--- config.mk ---
export PLATFORM = sky130hd
export DESIGN_NAME = sn_window_accum
export DESIGN_NICKNAME = d
export VERILOG_FILES = /design/src/rtl/sn_window_accum.sv
export SDC_FILE = /design/constraint.sdc
export NUM_CORES = 1
export LEC_CHECK = 0
export ABC_AREA = 1
export BUFFER_PORTS_ARGS = -buffer_cell sky130_fd_sc_hd__clkbuf_2
export CAP_MARGIN = 10
export CORE_UTILIZATION = 45
export DETAILED_ROUTE_END_ITERATION = 10
export PLACE_DENSITY = 0.75
export SLEW_MARGIN = 20
export SYNTH_ARGS = -nofsm -noshare
export SYNTH_HDL_FRONTEND = slang
export SYNTH_SLANG_ARGS = --single-unit
--- constraint.sdc ---
create_clock -name i_clk_fsm_mux -period 8.2 [get_ports i_clk_fsm_mux]
set_input_delay 1.64 -clock i_clk_fsm_mux [delete_from_list [all_inputs] [get_ports i_clk_fsm_mux]]
set_output_delay 1.64 -clock i_clk_fsm_mux [all_outputs]
set_load 0.05 [all_outputs]
--- src/rtl/sn_window_accum.sv ---
// Stochastic window accumulator: ANDs four stochastic lanes with bit-reversed weight
// streams, counts ones over a window of up to 16 cycles and holds the result for the consumer.
module sn_window_accum #(
  parameter int N_LANE  = 4,
  parameter int WIN_LEN = 16
) (
  input  logic             i_clk_fsm_mux,
  input  logic             i_rst_fsm_mux,
  input  logic             i_isgen,
  input  logic             i_sn_bit   [N_LANE-1:0],
  input  logic [3:0]       i_w_bn     [N_LANE-1:0],
  input  logic             i_ready,
  output logic             o_valid,
  output logic [3:0]       o_lane_cnt [N_LANE-1:0],
  output logic [5:0]       o_sum,
  output logic             o_ovf,
  output logic             o_busy
);

  typedef enum logic [1:0] {IDLE = 2'd0, ACC = 2'd1, DRAIN = 2'd2} state_t;

  localparam logic [3:0] LAST_IDX = 4'(WIN_LEN - 1);

  function automatic logic [3:0] bitrev4(input logic [3:0] v);
    return {v[0], v[1], v[2], v[3]};
  endfunction

  state_t     state_q, state_d;
  logic [3:0] idx_q, idx_d;
  logic [3:0] acc_q [N_LANE-1:0];
  logic [3:0] acc_d [N_LANE-1:0];
  logic [3:0] w_q   [N_LANE-1:0];
  logic [3:0] w_d   [N_LANE-1:0];
  logic [3:0] cnt_q [N_LANE-1:0];
  logic [3:0] cnt_d [N_LANE-1:0];
  logic [5:0] sum_q, sum_d;
  logic       valid_q, valid_d;
  logic       ovf_q, ovf_d;
  logic       busy_q, busy_d;

  logic [3:0] acc_inc_s [N_LANE-1:0];
  logic [3:0] fin_s     [N_LANE-1:0];
  logic [3:0] wk_s;
  logic [5:0] fin_sum_s;
  logic       commit_s;

  // Next-state, accumulation and result-buffer logic
  always_comb begin
    state_d   = state_q;
    idx_d     = idx_q;
    acc_d     = acc_q;
    w_d       = w_q;
    cnt_d     = cnt_q;
    sum_d     = sum_q;
    valid_d   = valid_q;
    ovf_d     = ovf_q;
    commit_s  = 1'b0;
    fin_s     = acc_q;
    fin_sum_s = 6'd0;
    wk_s      = 4'd0;

    // The first window bit uses the incoming weights, before they are registered
    for (int k = 0; k < N_LANE; k++) begin
      if (state_q == IDLE) begin
        wk_s = i_w_bn[k];
      end else begin
        wk_s = w_q[k];
      end
      acc_inc_s[k] = acc_q[k] + {3'd0, i_sn_bit[k] & (wk_s > bitrev4(idx_q))};
    end

    case (state_q)
      IDLE: begin
        if (i_isgen) begin
          w_d     = i_w_bn;
          acc_d   = acc_inc_s;
          idx_d   = 4'd1;
          state_d = ACC;
        end else begin
          state_d = IDLE;
        end
      end
      ACC: begin
        if (i_isgen) begin
          if (idx_q == LAST_IDX) begin
            fin_s    = acc_inc_s;
            commit_s = 1'b1;
            state_d  = DRAIN;
          end else begin
            acc_d = acc_inc_s;
            idx_d = idx_q + 4'd1;
          end
        end else begin
          fin_s    = acc_q;
          commit_s = 1'b1;
          state_d  = IDLE;
        end
      end
      DRAIN: begin
        if (!i_isgen) begin
          state_d = IDLE;
        end else begin
          state_d = DRAIN;
        end
      end
      default: begin
        state_d = IDLE;
      end
    endcase

    for (int k = 0; k < N_LANE; k++) begin
      fin_sum_s = fin_sum_s + {2'd0, fin_s[k]};
    end

    if (valid_q && i_ready) begin
      valid_d = 1'b0;
    end else begin
      valid_d = valid_q;
    end

    // A commit may reuse the slot being read on the same edge
    if (commit_s) begin
      idx_d = 4'd0;
      for (int k = 0; k < N_LANE; k++) begin
        acc_d[k] = 4'd0;
      end
      if (!valid_q || i_ready) begin
        cnt_d   = fin_s;
        sum_d   = fin_sum_s;
        valid_d = 1'b1;
      end else begin
        ovf_d = 1'b1;
      end
    end else begin
      ovf_d = ovf_q;
    end

    busy_d = (state_d != IDLE);
  end

  // State and output registers
  always_ff @(posedge i_clk_fsm_mux or posedge i_rst_fsm_mux) begin
    if (i_rst_fsm_mux) begin
      state_q <= IDLE;
      idx_q   <= 4'd0;
      sum_q   <= 6'd0;
      valid_q <= 1'b0;
      ovf_q   <= 1'b0;
      busy_q  <= 1'b0;
      for (int k = 0; k < N_LANE; k++) begin
        acc_q[k] <= 4'd0;
        w_q[k]   <= 4'd0;
        cnt_q[k] <= 4'd0;
      end
    end else begin
      state_q <= state_d;
      idx_q   <= idx_d;
      sum_q   <= sum_d;
      valid_q <= valid_d;
      ovf_q   <= ovf_d;
      busy_q  <= busy_d;
      acc_q   <= acc_d;
      w_q     <= w_d;
      cnt_q   <= cnt_d;
    end
  end

  assign o_valid    = valid_q;
  assign o_lane_cnt = cnt_q;
  assign o_sum      = sum_q;
  assign o_ovf      = ovf_q;
  assign o_busy     = busy_q;

endmodule
Word level (Yosys, flattened, before mapping)
Cells that the tools add are included.
{"block": "word_totals", "latchBits": 0, "ff_bits": 63, "inputBits": 24, "mem_bits_ro": 0, "mem_bits_rw": 0, "memories": 0}
{"block": "op_classes", "mul": 0, "shift": 0, "order_cmp": 4, "div": 0, "add_sub_neg": 8, "bitwise_logic": 5, "n_mux": 28, "n_reduce_logical": 10, "eq_ne": 6}
{"operator": "$mux 16", "count": 7}
{"operator": "$mux 4", "count": 8}
{"operator": "$pmux 16 s2", "count": 1}
{"operator": "$add 4x1->4", "count": 4}
{"operator": "$gt 4x4->1", "count": 4}
{"operator": "$ne 3x3->1 const B", "count": 3}
{"operator": "$pmux 4 s2", "count": 1}
{"operator": "$mux 1", "count": 7}
{"operator": "$add 5x4->6", "count": 1}
{"operator": "$add 6x4->6", "count": 1}
{"operator": "$mux 2", "count": 3}
{"operator": "$pmux 2 s3", "count": 1}
{"operator": "$reduce_and 2->1", "count": 3}
{"operator": "$add 4x4->5", "count": 1}
{"operator": "$add 4x1->4 const B", "count": 1}
{"operator": "$and 1x1->1", "count": 4}
{"operator": "$eq 4x4->1 const B", "count": 1}
{"operator": "$reduce_and 4->1", "count": 1}
{"operator": "$reduce_bool 3->1", "count": 1}
{"operator": "$eq 2x1->1 const B", "count": 1}
{"operator": "$eq 2x2->1 const B", "count": 1}
{"operator": "$logic_not 2->1", "count": 1}
{"operator": "$reduce_bool 2->1", "count": 1}
{"operator": "$logic_and 1x1->1", "count": 1}
{"operator": "other kinds (3)", "count": 3}

Logic depth before layout (Yosys ltp)
Gate-level depths: netlist (run 1).
{"block": "logic_depth", "word_depth": 11, "ltp_mapped": 24, "depth_no_buf": 23}

Worst setup path after synthesis (run 1)
No wires, ideal clock.
{"block": "synth_timing", "kind": "input to register", "from": "in i_w_bn[1] in the netlist's numbering", "to": "reg sum_q[5] (netlist: o_sum[5])", "arrival_time_ns": 4.883, "setup_time_ns": 0.128, "cell_stages": 19, "slack_ns": 3.189, "path_cell_list": "nand2_1 > o21ai_0 > ha_1 > inv_1 > nor2_1 > o211ai_1 > a21oi_1 > ha_1 > ha_1 > nand2_2 > o21ai_2 > fa_1 > fa_1 > ha_1 > fa_1 > a21oi_1 > nor2_1 > nor2_1 > o21ai_0"}
{"item": "start: declaration", "line_no": "11", "source": "input logic [3:0] i_w_bn [N_LANE-1:0],"}
{"item": "end signal: assignment", "line_no": "158", "source": "sum_q <= sum_d;"}
{"item": "end: declaration", "line_no": "36", "source": "logic [5:0] sum_q, sum_d;"}

==> results.toml, run 1 <==
[worst_setup_path]
max_stage_delay_ps = 530
worstPathArrival_ps = 5340
path_cells = "clkbuf_2 > nand2_1 > o21ai_0 > ha_1 > inv_1 > nor2_1 > o211ai_1 > a21oi_1 > ha_1 > ha_1 > nand2_1 > o21ai_2 > fa_1 > fa_1 > ha_1 > fa_1 > a21oi_1 > nor2_1 > nor2_1 > o21ai_0"
crit_top_cell = "ha_1"
crit_path_max_fanout = 2
cp-end-kind = "flop"
critPathKind = "input port to flop"
cp-start-kind = "input port"
critPathSlowestCell = "fa_1"
critical_path.top_delay_family = "adder cells"
worstPathRequired_ps = 8420
crit_buf_inv = 2

[cts]
cts_buffers = 9
cts_tree = "yes"
cts_setup_buffers = 0
clock_path_buffers = 2
cts_sinks = 63
htreeDepth = 3
cts.clk_slew.worst_paths_ps = 70
postCtsHoldBufs = 0
clk-insertion-delay-late_ps = 360
root_buffer = "clkbuf_8"
cts.repair.resized = 0

[timing]
hold_viol = 0
finalCritPeriodShare_pct = 62.5
fmaxAchievable_mhz = 195
slew_violations = 0
grt_setup_unrepaired = "false"
finalSetupViolCount = 0
post-route-min-period_ps = 5120
slew_headroom_pct = 33.7
worst_slew_pin_slew_ps = 994
fin_worst_skew_ps = 10.9
setup_tns_ps = 0

[route]
drt_iter0_markers = 186
vias = 3065
drt.antenna.violating_nets = 0
viasPerCell = 5.07
drc = 0
dr.pass1.iters = 4
wl_per_cell_um = 12.9
detail_route.wirelength_um = 7830

[final_layout]
register_area_um2 = 1580
antenna-diode-count = 0
drive_gt1_share_pct = 17.1
fin_nets = 560
syn_to_final_growth_pct = 13.8
multi_input_area_um2 = 1840
layout_common_cells = "nand2_1, dfrtp_1, inv_1"
final_common_cell = "nand2_1"
nFillCells = 718
utilization_pct = 53.9

[logic_synthesis]
postSynthAreaPerCell_um2 = 8.25
synth-xor-area-share_pct = 1.41
ys_seq_area_share_pct = 42.2
syn-cell-area_um2 = 3740
synth_nets = 515
synthSimpleGateAreaFrac_pct = 20.1
ys_warn_count = 0
synth_compound_area_share_pct = 13.3
synthAdderAreaFrac_pct = 14.3
synth_top_family_by_area = "simple AND/OR/NAND/NOR gates"
synth_mux_area_share_pct = 0
synth_cell_type_count = 29
synth_cells = 453
synth-seq-cells = 63

[grt]
grt-ovfl-total = 0
antenna_found_initial = 0
grt_pass1_wl_um = 13900
grt_pass1_vias = 3052
grt_max_degree = 64
track_usage_pct = 20.7

[die]
fp-row-count = 32
core_area_um2 = 7890
initial_core_util_pct = 47.4
dieWidth_um = 93.2
die_h_um = 93.2
ios = 49
dieArea_um2 = 8680

[power]
power_density_nw_per_um2 = 288
sw_frac_of_total_pct = 40.8
seqPwrFrac_pct = 34.3
power_frac_clock_pct = 25.4
pwr-share-comb_pct = 40.4
power_switching_mw = 0.500
vdd_drop_max_uv = 97.6
p_leak_nw = 2.27
p_int_mw = 0.726

[place]
io_buffer_count = 48
gp_congestion = 0.784
hpwlAfterDp_um = 5510

[outcome]
status = "finished, final reports clean"

[min_path]
hp-class = "flop to flop"

[job]
cap_violations = 0
[flip-flops by register name, summed over array words and instances (netlist names)]
signal and cells:
o_lane_cnt 16, idx_q 4, w_q 16, o_sum 6, acc_q 16, o_busy 1, o_valid 1, state_q 2
o_ovf 1
[metal layers]
| layer | vias up | track usage, % | wire length (um) |
|---|---|---|---|
| met4 | 0 | 10.0 | 186 |
| met5 | - | 0 | 0 |
| li1 | 1554 | - | - |
| met3 | 13 | 3.98 | 240 |
| met1 | 1440 | 26.2 | 3710 |
| met2 | 58 | 34.0 | 3690 |
[final cells by class]
cell class / instances / area share (%)
repair buffers: 49 / 5.83
clock inverters: 3 / 1.53
multi-input cells: 311 / 43.2
inverters: 64 / 5.65
flip-flops and latches: 63 / 37.1
well taps: 102 / 3.00
clock buffers: 13 / 3.74
[synthesized netlist by cell type, drive strengths merged]
| cell type | instances | area share (%) |
|---|---|---|
| clkinv | 1 | 0.10 |
| nand3 | 29 | 4.1 |
| or2 | 1 | 0.17 |
| nor3 | 1 | 0.13 |
| ha | 30 | 10 |
| o22ai | 8 | 1.3 |
| dfrtp | 63 | 42 |
| fa | 8 | 4.3 |
| o211ai | 4 | 0.80 |
| buf | 9 | 1.7 |
| o21ai | 59 | 8.7 |
| xor2 | 5 | 1.2 |
| nor2 | 13 | 1.6 |
| clkbuf | 6 | 0.60 |
| xnor2 | 1 | 0.23 |
| o21bai | 1 | 0.20 |
| nand4 | 3 | 0.50 |
| inv | 63 | 6.3 |
| a21oi | 17 | 2.3 |
| nand2 | 131 | 14 |
[logic make-up after synthesis]
kind of cell | Yosys count
simple gates | 178
compound gates | 89
buf+inv | 79
flops | 63
fa+ha+maj | 38
xor+xnor | 6
[path summary, 6_finish.rpt]
kind,startpoint,end,slack [ps],cells past startpoint
hold / removal,o_lane_cnt[14],o_lane_cnt[14],480,2
setup reg to reg,state_q[0],o_sum[5],3190,20
max in group asynchronous,i_rst_fsm_mux,o_busy,6180,3
hold reg to reg,o_lane_cnt[14],o_lane_cnt[14],480,2
setup / recovery,i_w_bn[5],o_sum[5],3080,20
min in group asynchronous,i_rst_fsm_mux,w_q[15],1490,3
[worst min-delay path: cells and delay by family, from the launching register on]
kind,cells,cell delay (ps)
flip-flops,1,340
AND/OR/NAND/NOR,2,100
[power by group through the flow]
stage	Clock, mW	Combinational (mW)	Sequential, mW
finish	0.311	0.495	0.420
global route	0.329	0.562	0.428
global placement	0	0.482	0.422
detailed placement	0	0.493	0.425
floorplan	0	0.275	0.531
CTS	0.314	0.498	0.420
[through the flow]
step           hold slack [ps]  cells  power (mW)  setup WS, ps  cell area [um^2]
2_1_floorplan              448    453       0.806          3190              3740
3_3_place_gp               461    589       0.904          2860              4030
3_5_place_dp               465    589       0.918          2730              4030
4_1_cts                    483    605        1.23          3100              4250
5_1_grt                    500    605        1.32          2710              4250
6_report                   476    605        1.23          3080              4250
Note: power is estimated with default switching activity, not from simulation.
==> run 2: changes to the inputs <==
--- a/config.mk
+++ b/config.mk
@@ -10,7 +10,7 @@
 export CAP_MARGIN = 10
 export CORE_UTILIZATION = 45
 export DETAILED_ROUTE_END_ITERATION = 10
-export PLACE_DENSITY = 0.75
+export PLACE_DENSITY = 0.77
 export SLEW_MARGIN = 20
 export SYNTH_ARGS = -nofsm -noshare
 export SYNTH_HDL_FRONTEND = slang
==> constraint.sdc (replaced) <==
create_clock -name i_clk_fsm_mux -period 4.68 [get_ports i_clk_fsm_mux]
set_input_delay 0.936 -clock i_clk_fsm_mux [delete_from_list [all_inputs] [get_ports i_clk_fsm_mux]]
set_output_delay 0.936 -clock i_clk_fsm_mux [all_outputs]
set_load 0.05 [all_outputs]
==> run 2 against run 1 <==
Global-route usage down 0.19 points. Design area up 1.4%. Clock power is 89% higher. Critical endpoint unchanged. Largest cell class unchanged.
==> results.toml, run 2 (same netlist as run 1, synthesis figures left out) <==
[outcome]
status = "finished, final reports clean"

[worst_setup_path]
worstPathArrival_ps = 4610
reg2reg_depth = 22
worstPathRequired_ps = 4900
critPathKind = "flop to flop"
crit_path_max_fanout = 33
cp-end-kind = "flop"
cp-start-kind = "flop"

[cts]
clk-insertion-delay-late_ps = 350
cts.clk_slew.worst_paths_ps = 70
postCtsHoldBufs = 0
clock_path_buffers = 2
cts.repair.resized = 0
htreeDepth = 3
cts_tree = "yes"
cts_setup_buffers = 0
cts_sinks = 63
root_buffer = "clkbuf_8"
cts_buffers = 9

[final_layout]
nFillCells = 694
fin_nets = 563
final_common_cell = "nand2_1"
syn_to_final_growth_pct = 15.4
drive_gt1_share_pct = 18.2
antenna-diode-count = 0
final_cells = 608
fin_area_um2 = 4310
layout_common_cells = "nand2_1, dfrtp_1, inv_1"
utilization_pct = 54.7

[route]
drt_iter0_markers = 154
detail_route.wirelength_um = 7820
wl_per_cell_um = 12.9
viasPerCell = 5.14
drc = 0
drt.antenna.violating_nets = 0
dr.pass1.iters = 6
vias = 3125

[grt]
grt_pass1_wl_um = 13800
track_usage_pct = 20.5
antenna_found_initial = 0
grt_pass1_vias = 3005
grt-ovfl-total = 0
grt_max_degree = 64

[min_path]
holdPathStages = 1
hp-class = "flop to flop"

[die]
initial_core_util_pct = 47.4
dieArea_um2 = 8680
dieWidth_um = 93.2
ios = 49
core_area_um2 = 7890
die_h_um = 93.2
fp-row-count = 32

[power]
p_leak_nw = 2.30
vdd_drop_max_uv = 165
power_density_nw_per_um2 = 509

[timing]
finalSetupViolCount = 0
finalCritPeriodShare_pct = 93.9
hold_viol = 0
fmaxAchievable_mhz = 228
slew_violations = 0
slew_headroom_pct = 36.5
worst_slew_pin_slew_ps = 951
setup_tns_ps = 0
grt_setup_unrepaired = "false"
fin_worst_skew_ps = 6.46
post-route-min-period_ps = 4390

[job]
cap_violations = 0

[place]
hpwlAfterDp_um = 5580
place_area_um2 = 4060
gp_congestion = 0.797
dp.cells = 592
io_buffer_count = 48
-- run 2: cell types whose count changed in the layout (fill, tap and decap cells not counted) --
cell	previous run	this run
a21oi_1	17	16
a21oi_2	0	1
buf_12	0	1
buf_4	1	3
bufinv_16	2	3
clkbuf_1	2	0
clkbuf_8	11	10
clkinv_2	1	2
clkinvlp_4	0	1
-- run 2: critical path, cell delays in order, from the launching register on --
cell      delay (ps)
dfrtp_1          430
nor2_2           140
buf_12           180
nand2_1           80
o21ai_0           90
ha_1             280
inv_1             80
nor2_1            40
o211ai_1         180
a21oi_2          100
ha_1             320
nand2_1           60
o21ai_1          190
inv_1            110
fa_1             430
inv_1            100
fa_1             430
ha_1             250
fa_1             430
a21oi_1          150
nor2_1            50
nor2_1            70
o21ai_0           70
-- run 2: where the power goes --
part | total [mW] | switching [mW] | internal, mW
Sequential | 0.737 | 0.0677 | 0.669
Clock | 0.588 | 0.222 | 0.366
Combinational | 0.871 | 0.593 | 0.279
Total | 2.20 | 0.882 | 1.31
-- run 2: layer usage --
layer / up-vias / wire (um) / global-route usage, %
met3: 16 / 338 / 3.17
met1: 1463 / 3530 / 27.0
met2: 83 / 3770 / 33.7
met4: 0 / 187 / 8.85
li1: 1563 / - / -
met5: - / 0 / 0
-- run 2: final cells by class --
type | instances | area [um^2] | share of cell area [%]
clock buffer | 10 | 138 | 3.19
clock inverter | 6 | 108 | 2.49
inverter | 64 | 240 | 5.57
multi-input combinational | 311 | 1840 | 42.7
sequential | 63 | 1580 | 36.6
tap | 102 | 128 | 2.96
timing repair buffer | 52 | 283 | 6.56
-- run 2: stage by stage --
stage / total power [mW] / hold slack [ps] / worst slack (ps)
final: 2.20 / 477 / 286
after global routing: 2.35 / 504 / 48.4
after CTS: 2.20 / 483 / 292
after detailed placement: 1.61 / 464 / -19.3
after global placement: 1.59 / 460 / 104
after floorplan: 1.41 / 448 / 373
-- run 2: final timing paths --
kind                                 end     startpoint  slack (ps)
worst max-delay path            o_sum[5]     state_q[0]         290
worst min-delay path               o_ovf          o_ovf         480
worst max register to register  o_sum[5]     state_q[0]         290
worst min register to register     o_ovf          o_ovf         480
max in group asynchronous        w_q[14]  i_rst_fsm_mux        3350
min in group asynchronous        w_q[15]  i_rst_fsm_mux         770
